## config.mk

```make
export PLATFORM = sky130hd
export DESIGN_NAME = imem_refill_arbiter_flat
export DESIGN_NICKNAME = d
export VERILOG_FILES = /design/src/rtl/imem_refill_arbiter_pkg.sv /design/src/rtl/imem_refill_arbiter_if.sv /design/src/rtl/imem_refill_arbiter_rr.sv /design/src/rtl/imem_refill_arbiter.sv /design/src/flat_wrapper.sv
export SDC_FILE = /design/constraint.sdc
export NUM_CORES = 1
export LEC_CHECK = 0
export ABC_AREA = 1
export BUFFER_PORTS_ARGS = -buffer_cell sky130_fd_sc_hd__buf_4
export CAP_MARGIN = 40
export CORE_AREA = 10 10 137 139
export CTS_CLUSTER_SIZE = 12
export DETAILED_ROUTE_END_ITERATION = 16
export DIE_AREA = 0 0 147 149
export GPL_TIMING_DRIVEN = 0
export PLACE_DENSITY = 0.95
export SETUP_SLACK_MARGIN = 0.2
export SYNTH_ARGS = -nofsm -noshare
export SYNTH_HDL_FRONTEND = slang
export SYNTH_SLANG_ARGS = --single-unit
```

## constraint.sdc

```tcl
create_clock -name clock -period 13.2 [get_ports clock]
set_input_delay 2.64 -clock clock [delete_from_list [all_inputs] [get_ports clock]]
set_output_delay 2.64 -clock clock [all_outputs]
set_load 0.005 [all_outputs]
```

## src/rtl/imem_refill_arbiter_pkg.sv

```systemverilog
// imem_refill_arbiter_pkg: shared state encoding, line geometry and port indices for the refill arbiter
package imem_refill_arbiter_pkg;
    localparam int INSTRUCTION_WIDTH = 32;
    localparam int LINE_WORDS = 4;
    localparam int LINE_WIDTH = INSTRUCTION_WIDTH * LINE_WORDS;
    localparam logic PORT0 = 1'b0;
    localparam logic PORT1 = 1'b1;
    typedef enum logic [2:0] {
        IDLE  = 3'd0,
        ISSUE = 3'd1,
        WAIT  = 3'd2,
        RESP  = 3'd3,
        ABORT = 3'd4
    } state_t;
endpackage

```

## src/rtl/imem_refill_arbiter_if.sv

```systemverilog
// imem_refill_arbiter_if: refill request ports and the block-read memory bus seen by the arbiter
interface imem_refill_arbiter_if #(parameter int BLOCK_ADDR_WIDTH = 28);
    import imem_refill_arbiter_pkg::*;
    logic req0;
    logic [BLOCK_ADDR_WIDTH-1:0] req_addr0;
    logic req1;
    logic [BLOCK_ADDR_WIDTH-1:0] req_addr1;
    logic grant0;
    logic grant1;
    logic done0;
    logic done1;
    logic err0;
    logic err1;
    logic [LINE_WIDTH-1:0] resp_data;
    logic mem_read;
    logic [BLOCK_ADDR_WIDTH-1:0] mem_address;
    logic [LINE_WIDTH-1:0] mem_readdata;
    logic mem_busywait;
    modport master (
        input  req0, req_addr0, req1, req_addr1, mem_readdata, mem_busywait,
        output grant0, grant1, done0, done1, err0, err1, resp_data, mem_read, mem_address
    );
    modport slave (
        output req0, req_addr0, req1, req_addr1, mem_readdata, mem_busywait,
        input  grant0, grant1, done0, done1, err0, err1, resp_data, mem_read, mem_address
    );
endinterface

```

## src/rtl/imem_refill_arbiter_rr.sv

```systemverilog
// rr_arbiter2: two-way round-robin pick; on a tie the port that did not win last goes
module rr_arbiter2 (
    input  logic req0,
    input  logic req1,
    input  logic last_grant,
    output logic valid,
    output logic pick
);
    assign valid = req0 | req1;
    assign pick = (req0 & req1) ? ~last_grant : req1;
endmodule

```

## src/rtl/imem_refill_arbiter.sv

```systemverilog
// imem_refill_arbiter: shares one block-read instruction memory between two cache miss ports
module imem_refill_arbiter
    import imem_refill_arbiter_pkg::*;
#(
    parameter int ADDRESS_WIDTH = 32,
    parameter int BLOCK_ADDR_WIDTH = ADDRESS_WIDTH - 4,
    parameter int TIMEOUT_CYCLES = 64
) (
    input logic clock,
    input logic reset,
    imem_refill_arbiter_if.master bus
);
    state_t state;
    logic owner;
    logic last_grant;
    logic [BLOCK_ADDR_WIDTH-1:0] addr_q;
    logic [7:0] count;
    logic [LINE_WIDTH-1:0] data_q;
    logic arb_valid;
    logic arb_pick;
    logic other_req;
    logic [BLOCK_ADDR_WIDTH-1:0] other_addr;
    logic merge;
    logic active;
    logic reading;

    rr_arbiter2 u_rr (
        .req0(bus.req0),
        .req1(bus.req1),
        .last_grant(last_grant),
        .valid(arb_valid),
        .pick(arb_pick)
    );

    assign other_req = owner ? bus.req0 : bus.req1;
    assign other_addr = owner ? bus.req_addr0 : bus.req_addr1;
    // A waiting requester for the same line is satisfied by the line just fetched
    assign merge = (state == RESP) && other_req && (other_addr == addr_q);
    assign active = state != IDLE;
    assign reading = (state == ISSUE) || (state == WAIT);

    assign bus.grant0 = active && (owner == PORT0);
    assign bus.grant1 = active && (owner == PORT1);
    assign bus.done0 = (state == RESP) && ((owner == PORT0) || merge);
    assign bus.done1 = (state == RESP) && ((owner == PORT1) || merge);
    assign bus.err0 = (state == ABORT) && (owner == PORT0);
    assign bus.err1 = (state == ABORT) && (owner == PORT1);
    assign bus.mem_read = reading;
    assign bus.mem_address = reading ? addr_q : '0;
    assign bus.resp_data = data_q;

    always_ff @(posedge clock or posedge reset) begin
        if (reset) begin
            state <= IDLE;
            owner <= PORT0;
            last_grant <= PORT1;
            addr_q <= '0;
            count <= '0;
            data_q <= '0;
        end else begin
            case (state)
                IDLE: if (arb_valid) begin
                    owner <= arb_pick;
                    last_grant <= arb_pick;
                    addr_q <= arb_pick ? bus.req_addr1 : bus.req_addr0;
                    state <= ISSUE;
                end
                ISSUE: begin
                    count <= '0;
                    state <= WAIT;
                end
                WAIT: if (!bus.mem_busywait) begin
                    data_q <= bus.mem_readdata;
                    state <= RESP;
                end else if (count == 8'(TIMEOUT_CYCLES - 1)) begin
                    state <= ABORT;
                end else begin
                    count <= count + 8'd1;
                end
                // Hand the memory straight to a distinct waiting request, skipping IDLE
                RESP: if (other_req && !merge) begin
                    owner <= ~owner;
                    last_grant <= ~owner;
                    addr_q <= other_addr;
                    state <= ISSUE;
                end else begin
                    state <= IDLE;
                end
                ABORT: state <= IDLE;
                default: state <= IDLE;
            endcase
        end
    end
endmodule

```

## src/flat_wrapper.sv

```systemverilog
// flat-port wrapper written by rule: the top's interface ports become plain ports
module imem_refill_arbiter_flat import imem_refill_arbiter_pkg::*;
#(
    parameter int ADDRESS_WIDTH = 32,
    parameter int BLOCK_ADDR_WIDTH = ADDRESS_WIDTH - 4,
    parameter int TIMEOUT_CYCLES = 64
)
  (clock, reset, bus_req0, bus_req_addr0, bus_req1, bus_req_addr1, bus_mem_readdata, bus_mem_busywait, bus_grant0, bus_grant1, bus_done0, bus_done1, bus_err0, bus_err1, bus_resp_data, bus_mem_read, bus_mem_address);
  imem_refill_arbiter_if #(.BLOCK_ADDR_WIDTH(BLOCK_ADDR_WIDTH)) bus_i ();
  input logic clock;
  input logic reset;
  input wire logic [$bits(bus_i.req0)-1:0] bus_req0;
  input wire logic [$bits(bus_i.req_addr0)-1:0] bus_req_addr0;
  input wire logic [$bits(bus_i.req1)-1:0] bus_req1;
  input wire logic [$bits(bus_i.req_addr1)-1:0] bus_req_addr1;
  input wire logic [$bits(bus_i.mem_readdata)-1:0] bus_mem_readdata;
  input wire logic [$bits(bus_i.mem_busywait)-1:0] bus_mem_busywait;
  output wire logic [$bits(bus_i.grant0)-1:0] bus_grant0;
  output wire logic [$bits(bus_i.grant1)-1:0] bus_grant1;
  output wire logic [$bits(bus_i.done0)-1:0] bus_done0;
  output wire logic [$bits(bus_i.done1)-1:0] bus_done1;
  output wire logic [$bits(bus_i.err0)-1:0] bus_err0;
  output wire logic [$bits(bus_i.err1)-1:0] bus_err1;
  output wire logic [$bits(bus_i.resp_data)-1:0] bus_resp_data;
  output wire logic [$bits(bus_i.mem_read)-1:0] bus_mem_read;
  output wire logic [$bits(bus_i.mem_address)-1:0] bus_mem_address;
  assign bus_i.req0 = bus_req0;
  assign bus_i.req_addr0 = bus_req_addr0;
  assign bus_i.req1 = bus_req1;
  assign bus_i.req_addr1 = bus_req_addr1;
  assign bus_i.mem_readdata = bus_mem_readdata;
  assign bus_i.mem_busywait = bus_mem_busywait;
  assign bus_grant0 = bus_i.grant0;
  assign bus_grant1 = bus_i.grant1;
  assign bus_done0 = bus_i.done0;
  assign bus_done1 = bus_i.done1;
  assign bus_err0 = bus_i.err0;
  assign bus_err1 = bus_i.err1;
  assign bus_resp_data = bus_i.resp_data;
  assign bus_mem_read = bus_i.mem_read;
  assign bus_mem_address = bus_i.mem_address;
  imem_refill_arbiter #(.ADDRESS_WIDTH(ADDRESS_WIDTH), .BLOCK_ADDR_WIDTH(BLOCK_ADDR_WIDTH), .TIMEOUT_CYCLES(TIMEOUT_CYCLES)) u_core (.clock(clock), .reset(reset), .bus(bus_i));
endmodule
```

==> results of run 1 <==
-- kinds of logic after synthesis --
| family | after synthesis |
|---|---|
| AND/OR/NAND/NOR | 401 |
| flip-flops | 169 |
| adder cells (fa/ha/maj) | 1 |
| AO/OA/AOI/OAI | 68 |
| buffers and inverters | 122 |
| multiplexers | 128 |
| XOR/XNOR | 4 |
-- state kept, by name, indices dropped and copies added (netlist names) --
signal                count
u_core.addr_q            28
u_core.count              8
u_core.last_grant         1
u_core.state              3
u_core.owner              1
u_core.bus.resp_data    128
-- per-stage QoR --
step	utilization (%)	area [sq um]
6_report	72.9	11800
3_3_place_gp	68.9	11100
2_1_floorplan	-	8240
4_1_cts	72.9	11800
5_1_grt	72.9	11800
3_5_place_dp	69.1	11200
-- power by group --
group / switching [mW] / internal [mW]
Combinational: 0.741 / 0.711
Clock: 0.229 / 0.289
Sequential: 0.161 / 0.776
-- final timing paths --
| path | start | end | slack [ps] | cells after the start |
|---|---|---|---|---|
| worst max-delay path | bus_req_addr0[10] | bus_done1 | 6550 | 13 |
| worst min-delay path | u_core.last_grant$_DFFE_PP1P_ | u_core.last_grant$_DFFE_PP1P_ | 470 | 2 |
| worst max register to register | u_core.owner$_DFFE_PP0P_ | u_core.addr_q[14]$_DFFE_PP0P_ | 10740 | 18 |
| worst min register to register | u_core.last_grant$_DFFE_PP1P_ | u_core.last_grant$_DFFE_PP1P_ | 470 | 2 |
| max in group asynchronous | reset | u_core.addr_q[15]$_DFFE_PP0P_ | 10030 | 3 |
| min in group asynchronous | reset | u_core.bus.resp_data[122]$_DFFE_PP0P_ | 2240 | 2 |
-- critical path, stage by stage --
cell and delay [ps]:
buf_4 110, inv_1 70, nand2_1 80, nand2_1 90, nand2_1 50, nand2_1 50, nand2_1 40, nor2_1 160
nand2_1 70, nor2_1 200, nand3_1 120, o21ai_0 140, buf_4 170
-- cell usage in the layout, fill, tap and decap left out, types with 2 or more instances in the layout --
| cell | synthesis | final |
|---|---|---|
| buf_4 | 5 | 356 |
| nand2_1 | 262 | 262 |
| dfrtp_1 | 168 | 168 |
| mux2_2 | 128 | 128 |
| inv_1 | 75 | 74 |
| nand3_1 | 67 | 67 |
| nor2_1 | 61 | 61 |
| o21ai_0 | 22 | 22 |
| a21oi_1 | 21 | 21 |
| clkbuf_16 | 0 | 17 |
| clkbuf_1 | 16 | 16 |
| a31oi_1 | 15 | 15 |
| buf_2 | 14 | 14 |
| nor3_1 | 6 | 6 |
| buf_6 | 5 | 5 |
| o21ai_1 | 4 | 4 |
| xor2_1 | 4 | 4 |
| o31ai_1 | 4 | 4 |
| inv_8 | 0 | 4 |
| buf_1 | 3 | 3 |
| nand4_1 | 3 | 3 |
| clkinv_4 | 0 | 3 |
| or2_2 | 2 | 2 |
| clkinv_1 | 2 | 2 |
| o211ai_1 | 2 | 2 |
| bufinv_16 | 0 | 2 |
| clkinv_2 | 0 | 2 |
| inv_6 | 0 | 2 |
| clkinvlp_4 | 0 | 2 |
-- layout make-up --
class                      count  share of cell area, %
timing repair buffer         352                   22.6
inverter                      79                   2.60
clock inverter                14                   1.38
buffer                        43                   2.00
clock buffer                  18                   3.73
sequential                   169                   35.9
tap                          220                   2.34
multi-input combinational    602                   29.5
-- metal layers --
layer	track usage (%)	part of all wire [%]	wire, um	up-vias
met5	0	0	0	-
met4	14.6	5.4	1780	0
met3	11.2	12	3770	99
met2	49.7	48	15800	540
met1	31.0	35	11300	3775
li1	-	-	-	3639
==> results.toml, run 1 <==
[status]
status = "finished clean"

[cells_and_area]
final_cells = 1497
drive_gt1_share_pct = 42.4
regArea_sq_um = 4230
syn_to_final_growth_pct = 43.1
antenna_cells = 0
nNetsFinal = 1454
multi_input_area_sq_um = 3470
nFillCells = 1147

[floorplan]
dieWidth_um = 147
ios = 352
rows = 47
die-area_sq_um = 21900
start_util_pct = 50.9
core-area_sq_um = 16200
die_h_um = 149

[global_routing]
grt_pass1_wl_um = 49200
grt_pass1_vias = 8428
grt_max_degree = 112
antenna_found_initial = 0
grtUsageTotal_pct = 29.1
grt_overflow_total = 0

[clock_network]
cts_root_buf = "clkbuf_16"
clk_latency_ps = 430
post-cts-setup-buffer-count = 0
cts_buffers = 17
clk_pin_slew_ps = 70
cts_sinks = 169
htree_levels = 4
cts_tree = "done"
clockBufferDepth = 2
ctsResizeCount = 0
ctsHoldBuffers = 0

[sta]
worstMarginPinSlew_ps = 687
fin_skew_ps = 13.3
slew_headroom_pct = 54.2
whs_ps = 471
setup-tns-final_ps = 0
setup_viol_count_final = 0
period_share_pct = 50.3
min_period_ps = 6650
rsz0062_at_grt = "no"
final_max_slew_viol_count = 0
fmax_ghz = 0.150
hold_violations = 0
setup_ws_ps = 6550

[routing]
wirelength_um = 32700
dr_total_vias = 8053
first_pass_iters = 6
postRouteAntennaNets = 0
viasPerCell = 5.38
avgRoutedWirePerCell_um = 21.8
drc = 0
drt_first_iter_violations = 690

[hold_path]
hold_class = "flip-flop to flip-flop"

[critical_path]
crit_fanout = 2
crit_required_ps = 10560
cp.arrival_ps = 4010
worst-setup-path-type = "input port to output port"
crit_path_start_kind = "input port"
endpoint_kind = "output port"

[yosys]
postSynthAreaPerCell_sq_um = 9.22
synthesis.nets = 1083
synth-seq-area-share_pct = 51.4
ys_ff_latch = 169
synth_xor_area_share_pct = 0.425
synth_most_common_cell = "nand2_1"
postSynthCellCount = 893
synthMuxAreaShare_pct = 17.5
ys_warn_count = 0
synthesis.area_sq_um = 8240
synth_adder_area_share_pct = 0.152
synth_top_area_share_pct = 51.0
ys_top_cells_by_count = "262 x nand2_1, 168 x dfrtp_1, 128 x mux2_2"
synthArstFlopShare_pct = 100
ys.flop_type = "dfrtp_1"
synth.top_cells.by_area = "dfrtp_1 51%, mux2_2 17%, nand2_1 12%"
netlist-cell-type-count = 26
synth_edf_count = 0
synthSimpleGateAreaFrac_pct = 19.5
yosysTopAreaCell = "dfrtp_1"
synth-compound-area-share_pct = 4.54
synth_top_family_by_area = "simple AND/OR/NAND/NOR gates"

[placement]
routabilityCongestion = 0.971
placed_cells = 1465
port_buffers = 351
dp_slack_ps = 6580
hpwl_um = 25100

[power]
power.density_nw_per_um2 = 247
power_mw = 2.91
vdd_drop_max_uv = 159
leakagePower_nw = 6.18

[run]
drv_cap = 0
Note: power is estimated with default switching activity, not from simulation.
==> run 2, diff against run 1 <==
Settings changed: ABC_AREA 1 to 0, CORE_AREA 10 10 137 139 to 10 10 140 142, DIE_AREA 0 0 147 149 to 0 0 150 152, PLACE_DENSITY 0.95 to 0.9.
Clock period 13.2 ns to 6.9 ns, I/O delays scaled along.
==> run 2 against run 1 <==
Effect of this change: global-route usage down 7.5 points; core utilization down 6.3 points; first-iteration DRC count down 67%; total power up 85%; clock skew down 4.1 ps; critical path type unchanged; largest power group unchanged.
==> results.toml, run 2 <==
[yosys]
netlist-cell-type-count = 36
ys_top_cells_by_count = "168 x dfrtp_1, 158 x mux2_2, 31 x xnor2_1"
ys_ff_latch = 169
synth_top_area_share_pct = 54.3
ys_warn_count = 0
synthesis.nets = 734
ys.flop_type = "dfrtp_1"
postSynthAreaPerCell_sq_um = 14.2
synth_adder_area_share_pct = 0.162
synth_most_common_cell = "dfrtp_1"
synth_xor_area_share_pct = 3.85
synth.top_cells.by_area = "dfrtp_1 54%, mux2_2 23%, mux2_4 5.4%"
synth-compound-area-share_pct = 1.42
synth_top_family_by_area = "multiplexers"
synth-seq-area-share_pct = 54.7
synth_edf_count = 0
postSynthCellCount = 544
synthesis.area_sq_um = 7740
synthMuxAreaShare_pct = 32.2
yosysTopAreaCell = "dfrtp_1"
synthArstFlopShare_pct = 100
synthSimpleGateAreaFrac_pct = 5.42

[global_routing]
grt_max_degree = 89
antenna_found_initial = 0
grt_overflow_total = 0
grt_pass1_vias = 6631
grt_pass1_wl_um = 38300
grtUsageTotal_pct = 21.6

[clock_network]
clk_latency_ps = 420
clk_pin_slew_ps = 70
cts_buffers = 17
htree_levels = 4
cts_tree = "done"
ctsHoldBuffers = 0
cts_sinks = 169
clockBufferDepth = 2
cts_root_buf = "clkbuf_16"
ctsResizeCount = 0
post-cts-setup-buffer-count = 0

[routing]
viasPerCell = 5.09
drc = 0
dr_total_vias = 5871
wirelength_um = 25400
first_pass_iters = 5
postRouteAntennaNets = 0
avgRoutedWirePerCell_um = 22.0
drt_first_iter_violations = 229

[sta]
fin_skew_ps = 9.16
setup_ws_ps = 2240
final_max_slew_viol_count = 0
rsz0062_at_grt = "no"
setup-tns-final_ps = 0
setup_viol_count_final = 0
fmax_ghz = 0.214
min_period_ps = 4660
period_share_pct = 67.6
slew_headroom_pct = 54.9
hold_violations = 0
worstMarginPinSlew_ps = 677

[critical_path]
worst-setup-path-type = "input port to output port"
crit_path_frequent_cell = "buf_4"
crit_required_ps = 5520
rr_worst_depth = 10
crit_fanout = 2
cpPeakStageDelay_ps = 560
cp_slowest_cell = "or4_1"
endpoint_kind = "output port"
r2r-start = "u_core.owner$_DFFE_PP0P_"
crit_chain = "buf_4 -> mux2i_1 -> xnor2_1 -> nor4_1 -> nand4_1 -> or4_1 -> o21ai_0 -> buf_4"
cp.arrival_ps = 3280
crit_path_start_kind = "input port"
path_delay_family = "simple AND/OR/NAND/NOR gates"
rrSetupSlack_ps = 4220
cp_num_buf_inv = 2
r2r_end = "u_core.addr_q[18]$_DFFE_PP0P_"

[placement]
dp_slack_ps = 2160
hpwl_um = 20100
routabilityCongestion = 0.812
port_buffers = 351

[run]
drv_cap = 0

[hold_path]
hold_class = "flip-flop to flip-flop"
worstHoldEndpoint = "u_core.bus.resp_data[77]$_DFFE_PP0P_"
min_path_cells = 1
min-delay-start = "u_core.bus.resp_data[77]$_DFFE_PP0P_"

[floorplan]
dieWidth_um = 150
start_util_pct = 45.7
core-area_sq_um = 16900
die_h_um = 152
die-area_sq_um = 22800
ios = 352
rows = 48

[cells_and_area]
layout_commonest_cell = "buf_4"
nNetsFinal = 1105
regArea_sq_um = 4230
largest_reg_flops = 128
antenna_cells = 0
multi_input_area_sq_um = 3330
syn_to_final_growth_pct = 45.8
drive_gt1_share_pct = 62.9
layout_common_cells = "351 x buf_4, 168 x dfrtp_1, 158 x mux2_2, 31 x xnor2_1, 29 x mux2i_1"
nFillCells = 1240

[power]
intPower_mw = 3.57
power_frac_comb_pct = 48.3
sw_frac_of_total_pct = 33.5
clkPwrFrac_pct = 18.0
power.density_nw_per_um2 = 476
power_switching_mw = 1.80
seqPwrFrac_pct = 33.7
leakagePower_nw = 5.31
vdd_drop_max_uv = 264

[status]
status = "finished clean"
run 2: cell types whose count changed after synthesis, moves of 15 or more:
| cell | previous run | this run |
|---|---|---|
| nand2_1 | 262 | 6 |
| inv_1 | 75 | 5 |
| nand3_1 | 67 | 6 |
| nor2_1 | 61 | 13 |
| xnor2_1 | 0 | 31 |
| mux2_2 | 128 | 158 |
| mux2i_1 | 0 | 29 |
| and2_1 | 0 | 28 |
| mux2_4 | 0 | 28 |
| a21oi_1 | 21 | 4 |
| a31oi_1 | 15 | 0 |
| o21ai_0 | 22 | 7 |
run 2: worst max path at each step:
stage                           startpoint                            to  slack (ps)  cells after the start
after floorplan                      reset  u_core.addr_q[0]$_DFFE_PP0P_         950                      1
after global placement               reset  u_core.addr_q[8]$_DFFE_PP0P_        -950                      2
after detailed placement  bus_req_addr0[8]                     bus_done0        2160                      8
after CTS                 bus_req_addr0[8]                     bus_done0        2140                      8
after global routing      bus_req_addr0[8]                     bus_done0        2100                      8
final                     bus_req_addr0[8]                     bus_done0        2240                      8
run 2: kinds of logic after synthesis:
group,after synthesis
simple gates,74
mux,215
xor+xnor,34
fa+ha+maj,1
flops,169
buf+inv,34
compound gates,17
run 2: cell type report:
type,instances,area share (%)
Inverter,5,0.233
Clock buffer,18,3.89
Sequential cell,169,37.5
Clock inverter,14,1.36
Tap cell,225,2.50
Buffer,29,1.40
Timing Repair Buffer,352,23.6
Multi-Input combinational cell,341,29.5
run 2: per-stage QoR:
step	hold slack (ps)	area [sq um]	power [mW]	std cells	utilization, %
after detailed placement	497	10700	4.43	1121	63.1
final	509	11300	5.37	1153	66.6
after floorplan	503	7740	3.10	544	-
after global placement	490	10700	4.33	1120	62.9
after CTS	513	11300	5.42	1153	66.6
after global routing	516	11300	5.67	1153	66.6
run 2: power groups by stage:
stage	registers (mW)	clock network, mW	logic [mW]
floorplan	1.79	0	1.32
global placement	1.77	0	2.56
detailed placement	1.81	0	2.62
CTS	1.80	0.978	2.64
global route	1.87	1.02	2.78
finish	1.81	0.967	2.60
run 2: per-layer routing:
layer,share of wire (%),vias to the layer above,GRT usage (%)
met2,52,264,38.0
li1,-,2644,-
met1,36,2933,22.1
met5,0,-,0
met4,2.3,0,6.02
met3,10,30,10.4
run 2: worst reg2reg max path: cells and delay by family, from the launching register on:
| kind | cells | cell delay [ps] |
|---|---|---|
| buf+inv | 3 | 570 |
| xor+xnor | 1 | 100 |
| flops | 1 | 340 |
| simple gates | 2 | 650 |
| compound gates | 2 | 350 |
| mux | 2 | 570 |
==> run 3, diff against run 2 <==
Settings changed: ABC_AREA 0 to 1, CORE_AREA 10 10 140 142 to 10 10 142 144, DIE_AREA 0 0 150 152 to 0 0 152 154, PLACE_DENSITY 0.9 to 0.91.
Clock period 6.9 ns to 4.5 ns, I/O delays scaled along.
==> run 3 against run 2 <==
Effect of this change: sequential cell count unchanged; combinational power up 63%; setup slack got worse by 1100 ps; cell count is 31% higher; non-clock buffer count rose by 17; routed wire length is 26% higher; critical path depth grew 6; critical path type is now flip-flop to output port.
==> results.toml, run 3 (synthesized netlist as in run 1, its figures left out) <==
[status]
status = "finished clean"

[power]
vdd_drop_max_uv = 416
power.density_nw_per_um2 = 716
leakagePower_nw = 6.20

[critical_path]
endpoint_kind = "output port"
cp_slowest_cell = "dfrtp_1"
rrSetupSlack_ps = 2110
cp.arrival_ps = 2470
crit_chain = "buf_6 -> inv_4 -> buf_6 -> nand2_1 -> nand2_1 -> nand2_1 -> nand2_1 -> nand3_1 -> nor2_1 -> nand2_1 -> nor2_1 -> nand3_1 -> o21ai_0 -> buf_4"
worst-setup-path-type = "flip-flop to output port"
crit_path_frequent_cell = "nand2_1"
crit_fanout = 10
crit_required_ps = 3600
cpPeakStageDelay_ps = 370
r2r_end = "u_core.addr_q[15]$_DFFE_PP0P_"
rr_worst_depth = 18
crit_path_start_kind = "flip-flop"
r2r-start = "u_core.owner$_DFFE_PP0P_"

[floorplan]
die_h_um = 154
rows = 48
ios = 352
core-area_sq_um = 17200
die-area_sq_um = 23400
start_util_pct = 48.0
dieWidth_um = 152

[clock_network]
htree_levels = 4
ctsHoldBuffers = 0
clockBufferDepth = 2
clk_latency_ps = 420
cts_sinks = 169
clk_pin_slew_ps = 70
cts_tree = "done"
ctsResizeCount = 0
cts_root_buf = "clkbuf_16"
cts_buffers = 17
post-cts-setup-buffer-count = 0

[routing]
postRouteAntennaNets = 0
wirelength_um = 32000
drt_first_iter_violations = 651
first_pass_iters = 10
viasPerCell = 5.36
avgRoutedWirePerCell_um = 21.3
dr_total_vias = 8069
drc = 0

[cells_and_area]
layout_commonest_cell = "buf_4"
nNetsFinal = 1457
design_area_sq_um = 11900
final_util_pct = 69.0
largest_reg_flops = 128
antenna_cells = 0
syn_to_final_growth_pct = 44.0
layout_common_cells = "356 x buf_4, 262 x nand2_1, 168 x dfrtp_1, 128 x mux2_2, 74 x inv_1"
nFillCells = 1270
drive_gt1_share_pct = 42.6

[hold_path]
min_path_cells = 2
hold_class = "flip-flop to flip-flop"
min-delay-start = "u_core.last_grant$_DFFE_PP1P_"
worstHoldEndpoint = "u_core.last_grant$_DFFE_PP1P_"

[global_routing]
grt_max_degree = 40
grt_overflow_total = 0
grt_pass1_wl_um = 48400
antenna_found_initial = 1
grt_pass1_vias = 8293
grtUsageTotal_pct = 26.3

[sta]
setup-tns-final_ps = 0
period_share_pct = 74.8
fin_skew_ps = 7.86
rsz0062_at_grt = "no"
fmax_ghz = 0.297
setup_ws_ps = 1130
slew_headroom_pct = 52.4
whs_ps = 482
hold_violations = 0
final_max_slew_viol_count = 0
worstMarginPinSlew_ps = 714
setup_viol_count_final = 0
min_period_ps = 3370

[placement]
port_buffers = 351
routabilityCongestion = 0.906
dp_slack_ps = 1250
placed_area_sq_um = 11200
hpwl_um = 25500

[run]
drv_cap = 0
[run 3: changes by cell type in the layout (fill, tap and decap cells not counted), sizes merged, moves of 29 or more]
cell | before | now
inv | 14 | 82
mux2 | 186 | 128
mux2i | 29 | 0
nand2 | 6 | 262
nand3 | 6 | 67
nor2 | 13 | 61
xnor2 | 31 | 0
[run 3: layer usage]
metal / up-vias / global-route usage (%) / part of all wire [%]
li1: 3654 / - / -
met1: 3814 / 26.2 / 33
met2: 501 / 46.0 / 50
met3: 98 / 11.3 / 12
met4: 2 / 13.2 / 4.9
met5: - / 0 / 0.037
[run 3: through the flow]
stage / power [mW] / instances
6_report: 8.49 / 1505
5_1_grt: 9.00 / 1505
4_1_cts: 8.52 / 1505
3_5_place_dp: 6.94 / 1473
3_3_place_gp: 6.73 / 1469
2_1_floorplan: 4.77 / 893
[run 3: worst max path at each step]
stage	start	endpoint	slack, ps	cells after the start
2_1_floorplan	reset	u_core.addr_q[0]$_DFFE_PP0P_	1450	1
3_3_place_gp	reset	u_core.bus.resp_data[72]$_DFFE_PP0P_	370	2
3_5_place_dp	bus_req_addr1[1]	bus_done1	1250	10
4_1_cts	u_core.owner$_DFFE_PP0P_	bus_done1	1170	14
5_1_grt	u_core.owner$_DFFE_PP0P_	bus_done1	940	14
6_report	u_core.owner$_DFFE_PP0P_	bus_done1	1130	14
[run 3: report_power, final]
part	internal, mW	switching (mW)
logic	2.09	2.14
registers	2.28	0.453
clock network	0.859	0.677
[run 3: layout make-up]
class	instances	area, sq um	area share [%]
buffer	43	235	1.98
clock buffer	18	439	3.70
clock inverter	14	183	1.54
inverter	79	303	2.55
multi-input combinational	602	3470	29.3
sequential	169	4230	35.7
tap	225	282	2.37
timing repair buffer	355	2720	22.9
[run 3: critical path, delay by kind of cell (launching register included)]
family	cells	cell delay, ps
AO/OA/AOI/OAI	1	170
flip-flops	1	370
buffers and inverters	4	580
AND/OR/NAND/NOR	9	900
